===== src/rtl/adder_pkg.sv =====
// Shared constants for the pipelined adder.
// Default WIDTH/STAGES and chunk-width helper.
package adder_pkg;
  localparam int DEF_WIDTH = 16;
  localparam int DEF_STAGES = 4;

  function automatic int chunk_w(input int w, input int s);
    return w / s;
  endfunction
endpackage


===== src/rtl/adder_slice.sv =====
// CW-bit combinational adder slice.
// Ports: a, b, cin in; sum, cout out.
module adder_slice #(
  parameter int CW = 4
) (
  input  logic [CW-1:0] a,
  input  logic [CW-1:0] b,
  input  logic          cin,
  output logic [CW-1:0] sum,
  output logic          cout
);
  assign {cout, sum} = {1'b0, a} + {1'b0, b}
                     + {{CW{1'b0}}, cin};
endmodule


===== src/rtl/pipelined_adder.sv =====
// Carry-pipelined adder, one CW-bit chunk per stage, valid/ready flow.
// Ports: clk, rst_n, a, b, c_in, [sub], in_valid/in_ready,
//   sum, c_out, ovf, out_valid/out_ready.
// Option: PIPELINED_ADDER_SUBTRACT_EN adds port sub (a - b).
module pipelined_adder
  import adder_pkg::*;
#(
  parameter int WIDTH  = DEF_WIDTH,
  parameter int STAGES = DEF_STAGES
) (
  input  logic             clk,
  input  logic             rst_n,
  input  logic [WIDTH-1:0] a,
  input  logic [WIDTH-1:0] b,
  input  logic             c_in,
`ifdef PIPELINED_ADDER_SUBTRACT_EN
  input  logic             sub,
`endif
  input  logic             in_valid,
  output logic             in_ready,
  output logic [WIDTH-1:0] sum,
  output logic             c_out,
  output logic             ovf,
  output logic             out_valid,
  input  logic             out_ready
);
  localparam int CW  = chunk_w(WIDTH, STAGES);
  localparam int MSB = WIDTH - 1;
  localparam int LS  = STAGES - 1;

  logic             advance;
  logic [WIDTH-1:0] b_in;
  logic             c0;

`ifdef PIPELINED_ADDER_SUBTRACT_EN
  assign b_in = sub ? ~b : b;
  assign c0   = sub ? 1'b1 : c_in;
`else
  assign b_in = b;
  assign c0   = c_in;
`endif

  // Per-stage registers: skewed operands, partial sum, carry, valid.
  logic [WIDTH-1:0] a_q [STAGES];
  logic [WIDTH-1:0] a_d [STAGES];
  logic [WIDTH-1:0] b_q [STAGES];
  logic [WIDTH-1:0] b_d [STAGES];
  logic [WIDTH-1:0] s_q [STAGES];
  logic [WIDTH-1:0] s_d [STAGES];
  logic             c_q [STAGES];
  logic             c_d [STAGES];
  logic             v_q [STAGES];
  logic             v_d [STAGES];

  // What enters stage k: the ports for k = 0, else stage k-1.
  logic [WIDTH-1:0] op_a [STAGES];
  logic [WIDTH-1:0] op_b [STAGES];
  logic [WIDTH-1:0] op_s [STAGES];
  logic             op_c [STAGES];
  logic             op_v [STAGES];
  logic [CW-1:0]    ch_s [STAGES];
  logic             ch_c [STAGES];

  assign advance  = out_ready | ~v_q[LS];
  assign in_ready = advance;

  always_comb begin
    op_a[0] = a;
    op_b[0] = b_in;
    op_s[0] = '0;
    op_c[0] = c0;
    op_v[0] = in_valid;
    for (int k = 1; k < STAGES; k++) begin
      op_a[k] = a_q[k-1];
      op_b[k] = b_q[k-1];
      op_s[k] = s_q[k-1];
      op_c[k] = c_q[k-1];
      op_v[k] = v_q[k-1];
    end
  end

  for (genvar k = 0; k < STAGES; k++) begin : g_slice
    adder_slice #(.CW(CW)) u_slice (
      .a    (op_a[k][k*CW +: CW]),
      .b    (op_b[k][k*CW +: CW]),
      .cin  (op_c[k]),
      .sum  (ch_s[k]),
      .cout (ch_c[k])
    );
  end

  always_comb begin
    for (int k = 0; k < STAGES; k++) begin
      a_d[k] = a_q[k];
      b_d[k] = b_q[k];
      s_d[k] = s_q[k];
      c_d[k] = c_q[k];
      v_d[k] = v_q[k];
      if (advance) begin
        a_d[k] = op_a[k];
        b_d[k] = op_b[k];
        s_d[k] = op_s[k];
        s_d[k][k*CW +: CW] = ch_s[k];
        c_d[k] = ch_c[k];
        v_d[k] = op_v[k];
      end
    end
  end

  always_ff @(posedge clk or negedge rst_n) begin
    if (!rst_n) begin
      for (int k = 0; k < STAGES; k++) begin
        a_q[k] <= '0;
        b_q[k] <= '0;
        s_q[k] <= '0;
        c_q[k] <= 1'b0;
        v_q[k] <= 1'b0;
      end
    end else begin
      for (int k = 0; k < STAGES; k++) begin
        a_q[k] <= a_d[k];
        b_q[k] <= b_d[k];
        s_q[k] <= s_d[k];
        c_q[k] <= c_d[k];
        v_q[k] <= v_d[k];
      end
    end
  end

  // Last stage carries the full operands, so overflow uses b_eff.
  assign sum       = s_q[LS];
  assign c_out     = c_q[LS];
  assign out_valid = v_q[LS];
  assign ovf = (a_q[LS][MSB] == b_q[LS][MSB])
             & (s_q[LS][MSB] != a_q[LS][MSB]);
endmodule


===== config.mk =====
export PLATFORM = sky130hd
export DESIGN_NAME = pipelined_adder
export DESIGN_NICKNAME = d
export VERILOG_FILES = /design/src/rtl/adder_pkg.sv /design/src/rtl/adder_slice.sv /design/src/rtl/pipelined_adder.sv
export SDC_FILE = /design/constraint.sdc
export NUM_CORES = 1
export LEC_CHECK = 0
export CELL_PAD_IN_SITES_DETAIL_PLACEMENT = 1
export CELL_PAD_IN_SITES_GLOBAL_PLACEMENT = 1
export CORE_ASPECT_RATIO = 0.9
export CORE_MARGIN = 5
export CORE_UTILIZATION = 35
export CTS_BUF_LIST = sky130_fd_sc_hd__clkbuf_8
export DETAILED_ROUTE_END_ITERATION = 7
export PLACE_DENSITY_LB_ADDON = 0.12
export SETUP_SLACK_MARGIN = 0.02
export SLEW_MARGIN = 5
export SYNTH_ARGS = -nofsm -noshare
export SYNTH_HDL_FRONTEND = slang
export SYNTH_SLANG_ARGS = --single-unit
export TNS_END_PERCENT = 10

===== constraint.sdc =====
create_clock -name clk -period 2.6 [get_ports clk]
set_clock_uncertainty 0.2 [all_clocks]
set_input_delay 0.65 -clock clk [delete_from_list [all_inputs] [get_ports clk]]
set_output_delay 0.65 -clock clk [all_outputs]
set_load 0.01 [all_outputs]

==> out/metrics.yaml, run 1 <==
run_status:
  status: "complete, no violations"
synth:
  syn-num-nets: 512
  ys_seq_area_share_pct: 58.0
  ys.warnings.count: 0
  ys_types: 24
  synthCells: 455
  synth_area_um2: 4230
  synth_seq_cells: 98
  synth_area_per_cell_um2: 9.29
place:
  place_inst: 658
  post-dp-hpwl_um: 5900
  port_buffers: 56
  routabilityCongestion: 0.714
sta:
  hold-worst-slack_ns: 0.0174
  fmax_mhz: 417
  tightestPinTransition_ns: 0.572
  report.final.slew_viol_count: 0
  grt_setup_unrepaired: "false"
  fin_setup_tns_ns: 0
  period_needed_ns: 2.40
  post-route-period-util_pct: 92.2
  hold_viol_final: 0
  relSlewSlack_pct: 61.8
  setup_viol: 0
power:
  leakagePower_nw: 2.60
  p_comb_share_pct: 37.2
  p_int_mw: 3.73
  switching_share_pct: 35.1
  p_per_area_nw_per_um2: 1120
  ir_worst_vdd_mv: 0.419
  seqPwrFrac_pct: 44.2
  p_sw_mw: 2.02
  power.share.clock_pct: 18.6
drt:
  drtAntennaViolNets: 0
  num_vias: 2997
  firstDrtPassIters: 4
  vias_per_cell: 4.45
  detail_route.iter0.violations: 204
  wire_per_inst_um: 12.6
  wirelength_um: 8470
  drc: 0
cts:
  cts_max_path_buffers: 2
  clk_pin_slew_worst_paths_ns: 0.09
  cts_sinks: 98
  cts_buffers: 9
  root_buffer: "clkbuf_8"
  cts_tree: "built"
  cts.hold.buffers_added: 0
  h-tree-depth: 3
  clk_latency_ns: 0.36
floorplan:
  start_util_pct: 35.4
  ios: 57
  fp.dieH_um: 114
  rows: 38
  core-area_um2: 11900
  die_w_um: 126
  fp.dieArea_um2: 14400
layout:
  nets: 566
  drive_above_1_share_pct: 5.45
  areaGrowthSynthToFinish_pct: 21.2
  n_antenna_cell: 0
  final_cells: 674
worst_setup_path:
  reg2reg_depth: 5
  rr_startpoint: "a_q[52]$_DFFE_PN0P_"
  crit_buf_inv: 1
  cp_cell_sequence: "nor2_1 > nand2_1 > o21ai_0 > clkdlybuf4s50_1"
  crit_type: "reg2out"
  crit_family: "buffers and inverters"
  worstPathRequired_ns: 1.75
  reg2reg_setup_slack_ns: 0.44
  timing.rr.end: "c_q[2]$_DFFE_PN0P_"
  arrival_ns: 1.55
  start_kind: "flop"
  end_kind: "primary output"
  critPathSlowestCell: "clkdlybuf4s50_1"
  max_stage_delay_ns: 0.56
  crit_fanout: 3
hold_path:
  hold_path_class: "in2async"
global_routing:
  grt_pass1_wl_um: 15000
  antenna_found_initial: 0
  grt-ovfl-total: 0
  grt_max_degree: 57
  track_usage_pct: 12.9
  grt_pass1_vias: 3164
job:
  max_cap_viol_count: 0
==> layer usage <==
layer  vias up  track usage [%]  wire, µm
li1       1503                -         -
met4         0             3.86       116
met3        10             3.78       301
met5         -                0         0
met1      1447             15.9      3820
met2        37             22.0      4230
==> power groups by stage <==
stage	Combinational, mW	Sequential, mW	Clock [mW]
finish	2.14	2.54	1.07
global route	2.48	2.64	1.19
CTS	2.21	2.56	1.12
detailed placement	2.19	2.59	0
global placement	2.13	2.56	0
floorplan	1.42	2.56	0
==> registers in the layout, indices dropped and copies added, names as in the netlist <==
signal     cells
a_q           25
b_q           25
op_s          24
sum           16
c_q            3
op_v           3
c_out          1
out_valid      1
==> final cells by class <==
| cell class | instances | area (µm²) |
|---|---|---|
| repair buffers | 64 | 629 |
| inverters | 14 | 52.6 |
| clock buffers | 10 | 138 |
| well taps | 160 | 200 |
| clock inverters | 6 | 81.3 |
| multi-input cells | 322 | 1570 |
| fillers | 1409 | 6810 |
| flip-flops and latches | 98 | 2450 |
==> through the flow <==
| stage | setup slack (ns) | area, µm² | util [%] | total power [mW] |
|---|---|---|---|---|
| 2_1_floorplan | 0.625 | 4230 | - | 3.98 |
| 3_3_place_gp | -0.0341 | 4910 | 41.1 | 4.69 |
| 3_5_place_dp | -0.0291 | 4910 | 41.1 | 4.78 |
| 4_1_cts | 0.164 | 5130 | 43.0 | 5.89 |
| 5_1_grt | 0.0833 | 5130 | 43.0 | 6.30 |
| 6_report | 0.202 | 5130 | 43.0 | 5.75 |
==> cells in the mapped netlist, drive strengths merged <==
cell / count / share of area (%)
buf: 21 / 3.7
dfrtp: 98 / 58
xnor2: 1 / 0.21
nand2: 240 / 21
nor2: 12 / 1.1
a21oi: 12 / 1.4
nor3: 1 / 0.12
o21ai: 18 / 2.1
o21a: 2 / 0.35
o31ai: 1 / 0.30
fa: 8 / 3.8
inv: 14 / 1.2
nor2b: 5 / 0.98
xor2: 4 / 0.83
nand2b: 1 / 0.15
a21o: 4 / 0.71
ha: 12 / 3.6
a211oi: 1 / 0.18
==> kinds of logic (layout without fill, tap and decap cells) <==
kind of cell / after synthesis / after routing / synth area share, %
buf+inv: 35 / 94 / 4.94
simple gates: 259 / 259 / 23.6
compound gates: 38 / 38 / 5.09
fa+ha+maj: 20 / 20 / 7.34
xor+xnor: 5 / 5 / 1.04
flops: 98 / 98 / 58.0
==> timing repair <==
| action | 4_1_cts | 5_1_grt |
|---|---|---|
| setup endpoints to repair | 1 | 0 |
| setup buffers | 0 | 0 |
| resized for setup | 1 | 0 |
==> worst max path at each step <==
stage	start	endpoint	slack, ns	cells past startpoint
floorplan	a_q[52]$_DFFE_PN0P_	c_q[2]$_DFFE_PN0P_	0.62	5
global placement	out_ready	in_ready	-0.03	4
detailed placement	out_ready	in_ready	-0.03	4
CTS	b_q[15]$_DFFE_PN0P_	ovf	0.16	4
global route	b_q[15]$_DFFE_PN0P_	ovf	0.08	4
finish	b_q[15]$_DFFE_PN0P_	ovf	0.20	4
==> layout by cell type, fill, tap and decap left out <==
| cell | synthesis | layout |
|---|---|---|
| a21oi_1 | 12 | 12 |
| a211oi_1 | 1 | 1 |
| nor2_1 | 12 | 12 |
| xor2_1 | 4 | 4 |
| bufinv_16 | 0 | 2 |
| nand2_1 | 240 | 240 |
| xnor2_1 | 1 | 1 |
| o31ai_2 | 1 | 1 |
| nor2b_4 | 1 | 2 |
| buf_12 | 0 | 1 |
| o21ai_0 | 14 | 14 |
| a21o_1 | 4 | 4 |
| clkbuf_8 | 0 | 10 |
| o21a_1 | 2 | 2 |
| nand2b_1 | 1 | 1 |
| nor2b_1 | 3 | 3 |
| buf_4 | 3 | 8 |
| inv_1 | 13 | 14 |
| o21ai_1 | 4 | 4 |
| clkdlybuf4s50_1 | 0 | 54 |
| clkinvlp_4 | 0 | 1 |
| inv_2 | 1 | 1 |
| clkinv_2 | 0 | 2 |
| fa_1 | 8 | 8 |
| dlygate4sd2_1 | 0 | 1 |
| nor3_1 | 1 | 1 |
| dfrtp_1 | 98 | 98 |
| ha_1 | 12 | 12 |
(Power assumes the default switching activity.)
==> inputs of run 2 (changes only) <==
--- a/config.mk
+++ b/config.mk
@@ -5,6 +5,7 @@
 export SDC_FILE = /design/constraint.sdc
 export NUM_CORES = 1
 export LEC_CHECK = 0
+export ABC_AREA = 1
 export CELL_PAD_IN_SITES_DETAIL_PLACEMENT = 1
 export CELL_PAD_IN_SITES_GLOBAL_PLACEMENT = 1
 export CORE_ASPECT_RATIO = 0.9
==> constraint.sdc (replaced) <==
create_clock -name clk -period 2.4 [get_ports clk]
set_clock_uncertainty 0.2 [all_clocks]
set_input_delay 0.6 -clock clk [delete_from_list [all_inputs] [get_ports clk]]
set_output_delay 0.6 -clock clk [all_outputs]
set_load 0.01 [all_outputs]
==> run 2 against run 1 <==
- critical path depth fell by 3
- highest routed layer unchanged
- sequential share of layout area decreased by 0.43 points
- critical path type unchanged
- combinational power rose by 7%
==> out/metrics.yaml, run 2 <==
run_status:
  status: "complete, no violations"
drt:
  wirelength_um: 8990  # +6.1%
  firstDrtPassIters: 4  # unchanged
  drtAntennaViolNets: 0  # unchanged
  num_vias: 3080  # +2.8%
  wire_per_inst_um: 13.1  # +4.4%
  detail_route.iter0.violations: 132  # -35%
  vias_per_cell: 4.50  # +1.1%
  drc: 0  # unchanged
synth:
  synthArstFlopShare_pct: 100  # unchanged
  synth_area_um2: 4200  # -0.68%
  ys_types: 20  # -17%
  synth_top_area_share_pct: 58.4  # +0.40 points
  synthCells: 463  # +1.8%
  synthMostInstantiatedCell: "nand2_1"
  ys.warnings.count: 0  # unchanged
  syn-num-nets: 520  # +1.6%
  synth_area_leaders: "dfrtp_1, nand2_1, o21ai_0, inv_1, fa_1"
  synth_edf_count: 0  # unchanged
  synth_seq_cells: 98  # unchanged
  synth_area_per_cell_um2: 9.07  # -2.4%
  ys.flop_type: "dfrtp_1"
  synth_area_leader_cell: "dfrtp_1"
  synth_common_cells: "nand2_1, dfrtp_1, inv_1, o21ai_0, nor2_1"
  ys_seq_area_share_pct: 58.4  # +0.40 points
worst_setup_path:
  crit_type: "reg2out"
  crit_family: "buffers and inverters"
  worstPathRequired_ns: 1.60  # -0.15 ns
  start_kind: "flop"
  cp_cell_sequence: "clkdlybuf4s50_1"
  end_kind: "primary output"
  critPathSlowestCell: "clkdlybuf4s50_1"
  arrival_ns: 1.32  # -0.23 ns
  crit_fanout: 4  # +1
  crit_buf_inv: 1  # unchanged
  max_stage_delay_ns: 0.55  # about the same
cts:
  cts_sinks: 98  # unchanged
  cts_max_path_buffers: 2  # unchanged
  h-tree-depth: 3  # unchanged
  root_buffer: "clkbuf_8"
  clk_latency_ns: 0.37  # about the same
  clk_pin_slew_worst_paths_ns: 0.10  # about the same
  cts_tree: "built"
  cts_buffers: 9  # unchanged
power:
  fin_total_pwr_mw: 6.19  # +7.6%
  leakagePower_nw: 2.59  # -0.24%
  p_per_area_nw_per_um2: 1200  # +6.7%
  ir_worst_vdd_mv: 0.361  # -14%
place:
  post-dp-hpwl_um: 6200  # +5.2%
  routabilityCongestion: 0.734  # +2.8%
  place_area_um2: 4950  # +0.76%
  port_buffers: 56  # unchanged
floorplan:
  fp.dieArea_um2: 14300  # -0.62%
  core-area_um2: 11900  # -0.40%
  die_w_um: 125  # -0.31%
  fp.dieH_um: 114  # -0.31%
  start_util_pct: 35.3  # -0.10 points
  ios: 57  # unchanged
  rows: 38  # unchanged
global_routing:
  antenna_found_initial: 0  # unchanged
  grt-ovfl-total: 0  # unchanged
  grt_pass1_vias: 3364  # +6.3%
  grt_pass1_wl_um: 15800  # +5.5%
  track_usage_pct: 13.7  # +0.79 points
  grt_max_degree: 61  # +7.0%
layout:
  nets: 578  # +2.1%
  final_cell_mix: "nand2_1, dfrtp_1, clkdlybuf4s50_1"
  drive_above_1_share_pct: 5.71  # +0.27 points
  n_antenna_cell: 0  # unchanged
  areaGrowthSynthToFinish_pct: 23.1
  fin_area_um2: 5170  # +0.90%
  final_common_cell: "nand2_1"
  final_core_util_pct: 43.5  # +0.56 points
sta:
  setup_viol: 0  # unchanged
  tightestPinTransition_ns: 0.551  # -0.0212 ns
  report.final.slew_viol_count: 0  # unchanged
  relSlewSlack_pct: 63.3  # +1.4 points
  fmax_mhz: 472
  post-route-period-util_pct: 88.4
  period_needed_ns: 2.12
  hold_viol_final: 0  # unchanged
  hold-worst-slack_ns: 0.261  # +0.243 ns
  grt_setup_unrepaired: "false"
job:
  max_cap_viol_count: 0  # unchanged
hold_path:
  hold_path_class: "reg2reg"
-- run 2: final timing paths --
| path | slack (ns) | start | endpoint | cells after the start |
|---|---|---|---|---|
| max | 0.28 | sum[15]$_DFFE_PN0P_ | sum[15] | 1 |
| min | 0.26 | op_v[0]$_DFFE_PN0P_ | out_valid$_DFFE_PN0P_ | 2 |
| max reg2reg | 0.43 | a_q[52]$_DFFE_PN0P_ | c_q[2]$_DFFE_PN0P_ | 6 |
| min reg2reg | 0.26 | op_v[0]$_DFFE_PN0P_ | out_valid$_DFFE_PN0P_ | 2 |
| max in group asynchronous | 0.90 | rst_n | a_q[55]$_DFFE_PN0P_ | 3 |
| min in group asynchronous | 0.49 | rst_n | sum[1]$_DFFE_PN0P_ | 2 |
-- run 2: per-layer routing --
layer	global-route usage, %	routed length, µm	vias to the layer above
met3	4.17	342	6
met4	4.48	111	0
met5	0	0	-
met1	18.4	4540	1489
met2	21.3	3990	40
li1	-	-	1545
-- run 2: cell type report --
type,count,area [µm²]
clock inverters,5,78.8
multi-input cells,299,1480
flip-flops and latches,98,2450
inverters,46,173
fillers,1429,6710
repair buffers,67,656
clock buffers,10,138
well taps,160,200
-- run 2: cell families (layout without fill, tap and decap cells) --
| family | count (synthesis) | after routing | share of synthesized area [%] |
|---|---|---|---|
| AOI/OAI and AO/OA | 65 | 65 | 7.95 |
| adders and majority gates | 20 | 20 | 7.39 |
| buffers and inverters | 66 | 128 | 6.49 |
| DFF | 98 | 98 | 58.4 |
| and+or+nand+nor | 214 | 214 | 19.8 |
-- run 2: worst reg2reg max path: cells and delay by family (launching register included) --
kind / cells / cell delay [ns]
adders and majority gates: 2 / 0.88
AOI/OAI and AO/OA: 2 / 0.24
DFF: 1 / 0.40
and+or+nand+nor: 1 / 0.07
buffers and inverters: 1 / 0.05
-- run 2: stage by stage --
stage	setup TNS (ns)	std cells	worst slack, ns
3_5_place_dp	-0.814	669	-0.184
3_3_place_gp	-0.383	669	-0.186
6_report	0	685	0.280
5_1_grt	0	685	0.191
4_1_cts	0	685	0.0370
2_1_floorplan	0	463	0.496
-- run 2: timing repair --
action | CTS | global route
hold buffers | 1 | 0
setup buffers | 0 | 0
pin swaps | 1 | 1
resized for setup | 2 | 1
endpoints found under the hold margin | 27 | 0
setup endpoints to repair | 2 | 1
-- run 2: report_power, final --
part           switching, mW  internal (mW)
registers              0.380           2.36
clock network          0.562          0.608
logic                   1.29          0.984
total                   2.23           3.95
==> inputs of run 3 (changes only) <==
--- a/config.mk
+++ b/config.mk
@@ -6,14 +6,11 @@
 export NUM_CORES = 1
 export LEC_CHECK = 0
 export ABC_AREA = 1
-export CELL_PAD_IN_SITES_DETAIL_PLACEMENT = 1
-export CELL_PAD_IN_SITES_GLOBAL_PLACEMENT = 1
 export CORE_ASPECT_RATIO = 0.9
 export CORE_MARGIN = 5
 export CORE_UTILIZATION = 35
 export CTS_BUF_LIST = sky130_fd_sc_hd__clkbuf_8
 export DETAILED_ROUTE_END_ITERATION = 7
-export PLACE_DENSITY_LB_ADDON = 0.12
 export SETUP_SLACK_MARGIN = 0.02
 export SLEW_MARGIN = 5
 export SYNTH_ARGS = -nofsm -noshare
==> run 3 against run 2 <==
- the run now ends with negative hold slack left
- critical path depth rose by 3
- total power fell by 3.5%
- wire length fell by 11%
- cell area fell by 0.75%
- first-iteration DRC count rose by 17%
- sequential power barely moved
- via count fell by 3.7%
- worst setup slack got worse by 0.19 ns
- final cell count fell by 0.29%
- sequential share of layout area rose by 0.36 points
- non-clock buffer count fell by 1
- clock power fell by 17%
- largest power group unchanged
==> out/metrics.yaml, run 3 (synthesis gave the netlist of run 2 again) <==
run_status:
  status: "finished, violations left"
  violations: "negative hold slack"
cts:
  cts_max_path_buffers: 2  # unchanged
  h-tree-depth: 3  # unchanged
  clk_latency_ns: 0.34  # -0.03 ns
  cts_buffers: 9  # unchanged
  clk_pin_slew_worst_paths_ns: 0.09  # about the same
  cts_tree: "built"
  cts_sinks: 98  # unchanged
  root_buffer: "clkbuf_8"
  postCtsSetupBuffers: 0  # unchanged
place:
  port_buffers: 56  # unchanged
  routabilityCongestion: 0.811  # +11%
  post-dp-hpwl_um: 5610  # -9.6%
  place_area_um2: 4960  # +0.25%
  place_ws_ns: -0.186  # -0.00202 ns
  place_inst: 669  # unchanged
drt:
  firstDrtPassIters: 5  # +1
  vias_per_cell: 4.34  # -3.4%
  drc: 0  # unchanged
  num_vias: 2967  # -3.7%
  wirelength_um: 8030  # -11%
  wire_per_inst_um: 11.8  # -10%
  drtAntennaViolNets: 0  # unchanged
  detail_route.iter0.violations: 154  # +17%
sta:
  period_needed_ns: 2.31  # +0.193 ns
  relSlewSlack_pct: 64.4  # +1.1 points
  hold-worst-slack_ns: -0.000811  # -0.261 ns
  post-route-period-util_pct: 96.4  # +8.1 points
  setup_viol: 0  # unchanged
  hold_viol_final: 1  # +1
  tightestPinTransition_ns: 0.535  # -0.0166 ns
  grt_setup_unrepaired: "false"
  report.final.slew_viol_count: 0  # unchanged
  fmax_mhz: 432  # -8.4%
  fin_setup_tns_ns: 0  # unchanged
  setup_ws_ns: 0.0861  # -0.193 ns
worst_setup_path:
  crit_fanout: 2  # -2
  start_kind: "primary input"
  max_stage_delay_ns: 0.45  # -0.10 ns
  cp_cell_sequence: "clkdlybuf4s50_1 > nor2_4 > inv_2 > dlygate4sd2_1"
  critPathSlowestCell: "clkdlybuf4s50_1"
  reg2reg_setup_slack_ns: 0.45  # +0.02 ns
  end_kind: "primary output"
  arrival_ns: 1.51  # +0.19 ns
  crit_type: "in2out"
  crit_buf_inv: 3  # +2
  crit_family: "buffers and inverters"
  worstPathRequired_ns: 1.60  # about the same
floorplan:
  fp.dieArea_um2: 14300  # unchanged
  fp.dieH_um: 114  # unchanged
  ios: 57  # unchanged
  start_util_pct: 35.3  # unchanged
  core-area_um2: 11900  # unchanged
  die_w_um: 125  # unchanged
  rows: 38  # unchanged
global_routing:
  grt_pass1_wl_um: 14000  # -12%
  antenna_found_initial: 0  # unchanged
  track_usage_pct: 12.0  # -1.7 points
  grt_pass1_vias: 2943  # -13%
  grt_max_degree: 78  # +28%
  grt-ovfl-total: 0  # unchanged
layout:
  fin_area_um2: 5130  # -0.75%
  nFillCells: 1196  # -16%
  final_cells: 683  # -0.29%
  n_antenna_cell: 0  # unchanged
  areaGrowthSynthToFinish_pct: 22.2
  nets: 577  # -0.17%
  final_core_util_pct: 43.2  # -0.33 points
  drive_above_1_share_pct: 5.16  # -0.55 points
  final_cell_mix: "nand2_1, dfrtp_1, clkdlybuf4s50_1"
  final_common_cell: "nand2_1"
power:
  p_comb_share_pct: 37.8  # +1.0 points
  leakagePower_nw: 2.57  # -0.75%
  fin_total_pwr_mw: 5.97  # -3.5%
  p_per_area_nw_per_um2: 1160  # -2.8%
  seqPwrFrac_pct: 45.9  # +1.6 points
  switching_share_pct: 36.0  # -0.092 points
  ir_worst_vdd_mv: 0.319  # -12%
  p_int_mw: 3.82  # -3.4%
  p_sw_mw: 2.15  # -3.8%
  power.share.clock_pct: 16.3  # -2.6 points
hold_path:
  hold_path_class: "in2async"
job:
  max_cap_viol_count: 0  # unchanged
run 3: final cells by class:
type	instances	area (µm²)	area share (%)
clock buffer	9	124	2.41
clock inverter	5	50.0	0.975
inverter	46	173	3.36
multi-input combinational	299	1480	28.7
sequential	98	2450	47.8
tap	160	200	3.90
timing repair buffer	66	659	12.8
run 3: power by group through the flow:
stage               clock network, mW  registers, mW  logic [mW]
detailed placement                  0           2.79        2.29
CTS                              1.03           2.76        2.31
finish                          0.973           2.74        2.26
global route                     1.10           2.84        2.62
floorplan                           0           2.75        1.45
global placement                    0           2.76        2.24
run 3: timing repair:
action / in CTS / in global routing
resized for setup: 1 / 1
hold buffers: 0 / 0
pin swaps: 0 / 0
cloned: 0 / 0
setup endpoints to repair: 1 / 1
run 3: path summary, 6_finish.rpt:
check	endpoint	cells past startpoint	start
min reg2reg	out_valid$_DFFE_PN0P_	2	op_v[0]$_DFFE_PN0P_
max reg2reg	c_q[2]$_DFFE_PN0P_	6	a_q[52]$_DFFE_PN0P_
min in group clk	out_valid$_DFFE_PN0P_	2	op_v[0]$_DFFE_PN0P_
max in group asynchronous	op_s[35]$_DFFE_PN0P_	2	rst_n
min	b_q[52]$_DFFE_PN0P_	1	rst_n
max	in_ready	4	out_ready
run 3: metal layers:
metal	GRT usage, %	vias to the layer above	wire length [µm]
met3	2.48	10	278
met2	18.2	43	3610
met5	0	-	0
met1	16.9	1372	4020
li1	-	1542	-
met4	4.84	0	119
run 3: worst reg2reg max path, delay by kind of cell (launching register included):
family,cells,cell delay [ns]
flip-flops,1,0.41
AND/OR/NAND/NOR,1,0.07
buffers and inverters,1,0.05
adder cells (fa/ha/maj),2,0.86
AO/OA/AOI/OAI,2,0.22
